<file path="config.mk">
export PLATFORM = sky130hd
export DESIGN_NAME = video_mixer
export DESIGN_NICKNAME = d
export VERILOG_FILES = /design/src/rtl/video_mixer_pkg.sv /design/src/rtl/video_mixer_pal_ram.sv /design/src/rtl/video_mixer.sv
export SDC_FILE = /design/constraint.sdc
export NUM_CORES = 2
export LEC_CHECK = 0
export ABC_AREA = 1
export CORE_MARGIN = 2
export CORE_UTILIZATION = 50
export DETAILED_ROUTE_END_ITERATION = 8
export PLACE_DENSITY_LB_ADDON = 0.2
export SLEW_MARGIN = 25
export SYNTH_ARGS = -nofsm -noshare
export SYNTH_HDL_FRONTEND = slang
export SYNTH_HIERARCHICAL = 1
export SYNTH_SLANG_ARGS = --single-unit
export TNS_END_PERCENT = 5
</file>
<file path="constraint.sdc">
create_clock -name VCLK -period 2.6 [get_ports VCLK]
set_clock_uncertainty 0.15 [all_clocks]
set_input_delay 0.52 -clock VCLK [delete_from_list [all_inputs] [get_ports VCLK]]
set_output_delay 0.52 -clock VCLK [all_outputs]
set_load 0.05 [all_outputs]
</file>
<file path="src/rtl/video_mixer_pkg.sv">
`default_nettype none
// ============================================================================
//  Module      : video_mixer_pkg
//  Description : Shared widths, field positions, pipeline depth and the
//                pending-write state encoding for the video mixer.
//  Revision    : 1.0  initial release
// ============================================================================
package video_mixer_pkg;

    // Palette address / data widths
    localparam int PAL_AW  = 8;
    localparam int PAL_DW  = 8;

    // SPCOL field positions: {BH, PN[4:0], PIX[1:0]}
    localparam int BH_BIT  = 7;
    localparam int PIX_LSB = 0;

    // Palette data / RGB field positions: {B[1:0], G[2:0], R[2:0]}
    localparam int R_LSB   = 0;
    localparam int R_MSB   = 2;
    localparam int G_LSB   = 3;
    localparam int G_MSB   = 5;
    localparam int B_LSB   = 6;
    localparam int B_MSB   = 7;

    // Input-to-RGB latency in VCLK cycles
    localparam int MIX_LAT = 3;

    // Pending CPU-write buffer state
    typedef enum logic [0:0] {
        IDLE = 1'b0,
        PEND = 1'b1
    } pend_state_t;

endpackage
`default_nettype wire

</file>
<file path="src/rtl/video_mixer_pal_ram.sv">
`default_nettype none
// ============================================================================
//  Module      : video_mixer_pal_ram
//  Description : Palette RAM, simple dual port, synchronous read. A read and
//                a write to the same address in one cycle return the old
//                contents; no reset on the array.
//  Revision    : 1.0  initial release
// ============================================================================
module video_mixer_pal_ram #(
    parameter int AW = 8,
    parameter int DW = 8
) (
    input  logic          clk,
    input  logic          i_we,
    input  logic [AW-1:0] i_waddr,
    input  logic [DW-1:0] i_wdata,
    input  logic [AW-1:0] i_raddr,
    output logic [DW-1:0] o_rdata
);

    logic [DW-1:0] r_mem [0:(1<<AW)-1];

    // Write port plus registered read; the read samples pre-write contents
    always_ff @(posedge clk) begin
        if (i_we) begin
            r_mem[i_waddr] <= i_wdata;
        end
        o_rdata <= r_mem[i_raddr];
    end

endmodule
`default_nettype wire

</file>
<file path="src/rtl/video_mixer.sv">
`default_nettype none
// ============================================================================
//  Module      : video_mixer
//  Description : Sprite/playfield priority, 256x8 palette lookup and
//                registered RGB output with blanking. CPU palette writes are
//                held in a one-entry buffer and committed during blank.
//                Optional macro MIX_LAYER_MASK_EN adds a LAYER_MASK input.
//  Revision    : 1.0  initial release
// ============================================================================
module video_mixer
    import video_mixer_pkg::*;
#(
    parameter bit         DEFER_WRITES = 1'b1,
    parameter logic [7:0] PAL_INIT     = 8'h00
) (
    input  logic              VCLK,
    input  logic              RST_N,
    input  logic [7:0]        SPCOL,
    input  logic [7:0]        PFCOL,
    input  logic              BLANK,
`ifdef MIX_LAYER_MASK_EN
    input  logic [1:0]        LAYER_MASK,
`endif
    input  logic              PALWE,
    input  logic [PAL_AW-1:0] PALAD,
    input  logic [PAL_DW-1:0] PALDT,
    output logic              PALBUSY,
    output logic [2:0]        R,
    output logic [2:0]        G,
    output logic [1:0]        B,
    output logic              OBLANK
);

    logic [1:0]         r_rst_sync;
    logic               w_rst_n;
    logic [7:0]         r_sp_s0;
    logic [7:0]         r_pf_s0;
    logic [MIX_LAT-2:0] r_blank_dly;
    logic [1:0]         r_mask_s0;
    logic               w_spr_on;
    logic               w_pf_on;
    logic               w_pf_masked;
    logic [PAL_AW-1:0]  w_idx;
    logic [PAL_DW-1:0]  w_ram_rd;
    pend_state_t        r_state;
    pend_state_t        w_state_nxt;
    logic               w_commit;
    logic               w_latch;
    logic [PAL_AW-1:0]  r_wa;
    logic [PAL_DW-1:0]  r_wd;
    logic               w_unused_pf7;

    // Asserts asynchronously, releases two VCLK edges after RST_N rises
    always_ff @(posedge VCLK or negedge RST_N) begin
        if (!RST_N) begin
            r_rst_sync <= 2'b00;
        end else begin
            r_rst_sync <= {r_rst_sync[0], 1'b1};
        end
    end
    assign w_rst_n = r_rst_sync[1];

    // S0: capture pixel inputs; blank is delayed to line up with RAM data
    always_ff @(posedge VCLK or negedge w_rst_n) begin
        if (!w_rst_n) begin
            r_sp_s0     <= '0;
            r_pf_s0     <= '0;
            r_blank_dly <= '0;
            r_mask_s0   <= '0;
        end else begin
            r_sp_s0     <= SPCOL;
            r_pf_s0     <= PFCOL;
            r_blank_dly <= {r_blank_dly[MIX_LAT-3:0], BLANK};
`ifdef MIX_LAYER_MASK_EN
            r_mask_s0   <= LAYER_MASK;
`else
            r_mask_s0   <= 2'b00;
`endif
        end
    end

    // Bit 7 of the playfield pixel never reaches the palette index
    assign w_unused_pf7 = r_pf_s0[7];

    // S1: sprite wins unless it is behind-priority over a visible playfield
    always_comb begin
        w_spr_on    = (r_sp_s0[PIX_LSB+1:PIX_LSB] != 2'b00) && !r_mask_s0[0];
        w_pf_on     = (r_pf_s0[1:0] != 2'b00) && !r_mask_s0[1];
        w_pf_masked = r_mask_s0[1];
        if (w_spr_on && !(r_sp_s0[BH_BIT] && w_pf_on)) begin
            w_idx = {1'b1, r_sp_s0[6:0]};
        end else if (w_pf_masked) begin
            w_idx = 8'h00;
        end else begin
            w_idx = {1'b0, r_pf_s0[6:0]};
        end
    end

    // S2: palette read; commits come from the pending buffer
    video_mixer_pal_ram #(
        .AW (PAL_AW),
        .DW (PAL_DW)
    ) u_pal_ram (
        .clk     (VCLK),
        .i_we    (w_commit),
        .i_waddr (r_wa),
        .i_wdata (r_wd),
        .i_raddr (w_idx),
        .o_rdata (w_ram_rd)
    );

    // S3: output registers, forced black during blank
    always_ff @(posedge VCLK or negedge w_rst_n) begin
        if (!w_rst_n) begin
            R      <= PAL_INIT[R_MSB:R_LSB];
            G      <= PAL_INIT[G_MSB:G_LSB];
            B      <= PAL_INIT[B_MSB:B_LSB];
            OBLANK <= 1'b1;
        end else begin
            OBLANK <= r_blank_dly[MIX_LAT-2];
            if (r_blank_dly[MIX_LAT-2]) begin
                R <= 3'b000;
                G <= 3'b000;
                B <= 2'b00;
            end else begin
                R <= w_ram_rd[R_MSB:R_LSB];
                G <= w_ram_rd[G_MSB:G_LSB];
                B <= w_ram_rd[B_MSB:B_LSB];
            end
        end
    end

    // Pending-buffer state and latched address/data
    always_ff @(posedge VCLK or negedge w_rst_n) begin
        if (!w_rst_n) begin
            r_state <= IDLE;
            r_wa    <= '0;
            r_wd    <= '0;
        end else begin
            r_state <= w_state_nxt;
            if (w_latch) begin
                r_wa <= PALAD;
                r_wd <= PALDT;
            end
        end
    end

    // Next state: a strobe coinciding with a commit keeps the buffer full
    always_comb begin
        w_state_nxt = r_state;
        w_commit    = 1'b0;
        w_latch     = 1'b0;
        case (r_state)
            IDLE: begin
                if (PALWE) begin
                    w_latch     = 1'b1;
                    w_state_nxt = PEND;
                end
            end
            PEND: begin
                w_commit = DEFER_WRITES ? BLANK : 1'b1;
                if (PALWE) begin
                    w_latch = 1'b1;
                end else if (w_commit) begin
                    w_state_nxt = IDLE;
                end
            end
            default: w_state_nxt = IDLE;
        endcase
    end

    assign PALBUSY = (r_state == PEND);

endmodule
`default_nettype wire
</file>
# Yosys cells after proc, flatten, opt, wreduce, memory -nomap -nowiden
# Memory sizes are Yosys's and may differ from the RTL's. A register that Yosys moved wholly into a read port is not among the register bits.
# Cells that the tools add are included.
dict set report word_totals {
  ff_bits 45
  latch_bits 0
  ramBits 2048
  romBits 0
  output_inout_bits 10
  wordCells 29
  memories 1
}
dict set report classes {
  addsub 0
  n_mul 0
  n_div 0
  order_cmp 0
  n_eq_ne 0
  shift 0
  n_mux 11
  bitwise 1
  n_reduce_logical 5
}
# name depth word_bits rd rd_clocked_by_memory_dff wr line_no
set memory_table {}
lappend memory_table {u_pal_ram.r_mem 256 8 1 1 1 video_mixer_pal_ram.sv:21} ;# logic [DW-1:0] r_mem [0:(1<<AW)-1];
# cell count
set ops {}
lappend ops {{two-way mux 8 bit} 1}
lappend ops {{two-way mux 1 bit} 6}
lappend ops {{two-way mux 3 bit} 2}
lappend ops {{nonzero test 2 bit} 2}
lappend ops {{logical AND 1 bit} 2}
lappend ops {{two-way mux 2 bit} 1}
lappend ops {{one-hot mux 1 bit (2 select lines)} 1}
lappend ops {{logical NOT 1 bit} 1}
lappend ops {{inverter 1 bit} 1}

# Longest topological paths before layout
dict set report logic_depth {
  ltp_word 5
  ltp_mapped 20
}

# Modules after synthesis
# Netlist, hierarchy kept.
# mod n_inst cells_each area_each_um2
set by_module_without_submodules {}
lappend by_module_without_submodules {video_mixer_pal_ram 1 7003 83396.2}
lappend by_module_without_submodules {video_mixer 1 111 1592.8}

# Worst setup path after synthesis
# Ideal clock, no wire load.
dict set report synth_timing {
  path_type {reg2reg}
  startpoint {register r_wd[5]}
  endpoint {memory u_pal_ram.r_mem[0][5] (data pin)}
  t_arrival_ps 3183
  path_slack_ps -1537
  stages_incl_launch_ff 1
  path_cell_list {dfrtp_1}
}
# element line_no
set synth_rtl {}
lappend synth_rtl {{start, declared} video_mixer.sv:50} ;# logic [PAL_DW-1:0] r_wd;
lappend synth_rtl {{start signal, assigned} video_mixer.sv:138} ;# r_wd <= '0;
lappend synth_rtl {{start signal, assigned} video_mixer.sv:143} ;# r_wd <= PALDT;
lappend synth_rtl {{end, declared} video_mixer_pal_ram.sv:21}
# Straight into the memory's write port.

# Worst setup path in the final report
dict set report layout_timing {
  startpoint {register r_pf_s0[1]}
  endpoint {register u_pal_ram.o_rdata[0] (read register of u_pal_ram.r_mem)}
}
dict set report layout_between {
  elab_chain_cells 5
}
# element line_no
set layout_rtl {}
lappend layout_rtl {{start, declared} video_mixer.sv:37} ;# logic [7:0] r_pf_s0;
lappend layout_rtl {{start signal, assigned} video_mixer.sv:67} ;# r_pf_s0 <= '0;
lappend layout_rtl {{start signal, assigned} video_mixer.sv:72} ;# r_pf_s0 <= PFCOL;
lappend layout_rtl {{nonzero test 2 bit} video_mixer.sv:88} ;# w_pf_on = (r_pf_s0[1:0] != 2'b00) && !r_mask_s0[1];
lappend layout_rtl {{logical AND 1 bit} video_mixer.sv:90} ;# if (w_spr_on && !(r_sp_s0[BH_BIT] && w_pf_on)) begin
lappend layout_rtl {{logical NOT 1 bit} video_mixer.sv:90}
lappend layout_rtl {{logical AND 1 bit} video_mixer.sv:90}
lappend layout_rtl {{two-way mux 8 bit} video_mixer.sv:90}
lappend layout_rtl {{via w_idx[0]} video_mixer.sv:43} ;# logic [PAL_AW-1:0] w_idx;
lappend layout_rtl {{end, declared} video_mixer_pal_ram.sv:18} ;# output logic [DW-1:0] o_rdata
# The timed path passes the listed nets, and every way through them passes these cells.
# A chain may end at the register's enable or synchronous reset.

==> flow_metrics.py <==
metrics = {
    "setup_path": {
        "cp_max_fo": 8,
        "critical_path_class": "reg -> reg",
        "cpMaxStageDelayCell": "dfrtp_1",
        "cp.required_ps": 3240,
        "critPathTopFamily": "simple AND/OR/NAND/NOR gates",
        "crit_top_cell": "nand2_1",
        "slowest_delay_ps": 420,
        "start_kind": "register",
        "end_kind": "register",
        "critPathArrivalTime_ps": 3560,
        "crit_buf_inv": 5,
        "path_cells": "o21ai_4 -> nand2_4 -> nand2_4 -> nand2_8 -> inv_16 -> buf_8 -> buf_12 -> buf_16 -> clkbuf_16 -> nand2_1 -> nand3_1 -> nand3_1 -> nand3_1 -> nand3_2 -> nand3_2 -> nand3_4 -> nand2_1 -> nand2_1 -> nand2_1",
    },
    "finish": {
        "stdcell_area_um2": 105000,
        "final_cell_mix": "nand2_1 (2112), edfxtp_1 (2048), nand3_1 (1714), buf_4 (510), nor2_1 (291)",
        "drive_gt1_share_pct": 18.4,
        "final_common_cell": "nand2_1",
        "area_growth_pct": 23.1,
        "antenna_cells": 0,
        "nets": 7725,
    },
    "detailed_routing": {
        "ant_nets": 0,
        "drtPass1Iterations": 8,
        "drtIter0Drc": 7599,
        "avgViaCountPerCell": 5.89,
        "vias": 59400,
        "drc": 0,
        "totalWireLength_um": 254000,
        "wl_per_cell_um": 25.2,
    },
    "global_routing": {
        "grt_antenna_before_repair": 4,
        "grt_first_pass_wirelength_um": 371000,
        "grt.overflow.total": 0,
        "track_usage_pct": 28.8,
        "grt_start_max_net_pins": 96,
        "grt_pass1_vias": 56500,
    },
    "power": {
        "clkPwrFrac_pct": 37.8,
        "ir_worst_vdd_uv": 740,
        "leakage_nw": 38.2,
        "swShare_pct": 25.4,
        "power_frac_comb_pct": 13.6,
        "internal_power_mw": 58.6,
        "p_sw_mw": 19.9,
        "power_density_nw_per_um2": 751,
        "seqPwrFrac_pct": 48.6,
    },
    "clock_tree": {
        "path_clk_slew_ps": 60,
        "clk_latency_ps": 850,
        "cts_buffers": 207,
        "htreeDepth": 4,
        "cts_buffer_depth": 3,
        "ctsRootBufferMaster": "clkbuf_16",
        "cts_tree": "yes",
        "clock_sinks": 2101,
    },
    "outcome": {
        "violations": "negative setup slack",
        "outcome": "finished with violations",
    },
    "timing": {
        "slew_headroom_pct": 39.9,
        "period_needed_ps": 2930,
        "fin_ws_ps": -328,
        "final-max-slew-violation-count": 0,
        "min_period_over_period_pct": 113,
        "setup_viol": 8,
        "whs_ps": 141,
        "worst_slew_pin_slew_ps": 901,
        "max_freq_mhz": 342,
        "rsz0062_at_grt": "true",
        "hold_violations": 0,
    },
    "floorplan": {
        "core_area_um2": 169000,
        "num_rows": 151,
        "io_pins": 46,
        "start_util_pct": 50.3,
        "dieArea_um2": 173000,
        "die_h_um": 416,
        "die_w_um": 416,
    },
    "placement": {
        "place_area_um2": 92800,
        "portBuffers": 44,
        "dpl_worst_slack_ps": -956,
        "dp_hpwl_um": 147000,
        "gp_congestion": 0.902,
    },
    "run": {
        "cap_violations": 0,
    },
    "synthesis": {
        "ys_seq_elements": 2101,
        "synth_nets": 7150,
        "synth_seq_area_share_pct": 73.9,
        "syn_area_per_cell_um2": 11.9,
        "yosysWarnings": 6,
        "syn-cell-area_um2": 85000,
        "yosysUniqueCellTypes": 24,
        "syn_inst": 7114,
    },
    "min_path": {
        "hold_path.class": "in -> reg",
    },
}
[path summary, 6_finish.rpt]
path                               start              endpoint  slack, ps  depth (start not counted)
max                           r_pf_s0[1]  u_pal_ram/o_rdata[0]       -330                         19
min                             PALDT[0]               r_wd[0]        140                          2
max reg2reg                   r_pf_s0[1]  u_pal_ram/o_rdata[0]       -330                         19
min reg2reg                r_rst_sync[1]               r_wd[4]        170                          0
max in group asynchronous  r_rst_sync[1]               r_wd[7]       1700                          0
min in group asynchronous  r_rst_sync[1]               r_wd[4]        170                          0
[layer usage]
layer	global-route usage (%)	wire length, um	up-vias
met5	0	20	-
met4	10.9	9520	2
met3	4.24	22900	463
met2	46.4	122000	3132
met1	39.9	99900	29300
li1	-	-	26500
[sequential cells by signal (all words and copies together) (netlist names)]
| name | flops |
|---|---|
| r_pf_s0 | 7 |
| u_pal_ram/o_rdata | 8 |
| PALBUSY | 1 |
| OBLANK | 1 |
| G | 3 |
| r_wd | 8 |
| u_pal_ram/r_mem | 2048 |
| r_wa | 8 |
| B | 2 |
| r_rst_sync | 2 |
| r_blank_dly | 2 |
| r_sp_s0 | 8 |
| R | 3 |
[cell families (layout without fill, tap and decap cells)]
group                  count (synthesis)  after routing  synth area share, %
AOI/OAI and AO/OA                      2              2               0.0280
buffers and inverters                537           1283                 3.16
DFF                                 2101           2101                 73.9
muxes                                 16             16                0.252
other                                  1              1              0.00441
and+or+nand+nor                     4457           4457                 22.7
[worst reg2reg max path: stages (launching register included)]
cell and delay, ps:
dfrtp_1 420, o21ai_4 240, nand2_4 110, nand2_4 100, nand2_8 130, inv_16 150, buf_8 120, buf_12 170
buf_16 160, clkbuf_16 170, nand2_1 60, nand3_1 70, nand3_1 80, nand3_1 150, nand3_2 120, nand3_2 110
nand3_4 130, nand2_1 100, nand2_1 50, nand2_1 70
[synth_stat cells]
master | n | area share, %
buf_1 | 40 | 0.18
buf_12 | 1 | 0.024
buf_2 | 268 | 1.6
buf_4 | 46 | 0.41
buf_6 | 18 | 0.24
buf_8 | 1 | 0.018
clkbuf_1 | 113 | 0.50
conb_1 | 1 | 0.0044
dfrtp_1 | 44 | 1.3
dfstp_2 | 1 | 0.031
dfxtp_1 | 8 | 0.19
edfxtp_1 | 2048 | 72
inv_1 | 47 | 0.21
inv_2 | 2 | 0.0088
inv_4 | 1 | 0.0074
mux2_2 | 7 | 0.093
mux2_4 | 9 | 0.16
nand2_1 | 2140 | 9.5
nand2_4 | 1 | 0.013
nand3_1 | 2024 | 12
nor2_1 | 291 | 1.3
o21ai_4 | 1 | 0.019
o21bai_1 | 1 | 0.0088
or2_0 | 1 | 0.0074
[per-stage QoR]
stage / setup TNS, ps / std cells / power (mW) / util [%]
finish: -2480 / 10100 / 78.6 / 61.9
global placement: -9710 / 9565 / 47.4 / 54.9
global route: -3090 / 10100 / 80.7 / 61.9
floorplan: -2363500 / 7114 / 43.5 / -
detailed placement: -9320 / 9565 / 47.5 / 54.9
CTS: -1810 / 10100 / 78.3 / 61.2
[layout make-up]
type,count,area (um2)
sequential,2101,62800
multi-input combinational,4476,21700
inverter,50,244
clock buffer,254,5410
fill,12700,64500
tap,2218,2780
timing repair buffer,853,10500
clock inverter,126,1260
[power groups by stage]
| stage | clock (mW) | sequential (mW) | combinational, mW |
|---|---|---|---|
| 6_report | 29.7 | 38.2 | 10.7 |
| 2_1_floorplan | 0 | 39.3 | 4.21 |
| 3_3_place_gp | 0 | 38.9 | 8.57 |
| 3_5_place_dp | 0 | 38.9 | 8.64 |
| 5_1_grt | 31.3 | 38.1 | 11.3 |
| 4_1_cts | 30.0 | 38.2 | 10.2 |
[what timing repair did]
item / 4_1_cts / 5_1_grt
endpoints found under the hold margin: 18 / 0
buffers inserted: 56 / 10
cloned: 38 / 12
endpoints found under the setup margin: 18 / 8
hold buffers: 17 / 0
pin swaps: 59 / 55
resized for setup: 434 / 138
Power figures use the tool's default switching activity.
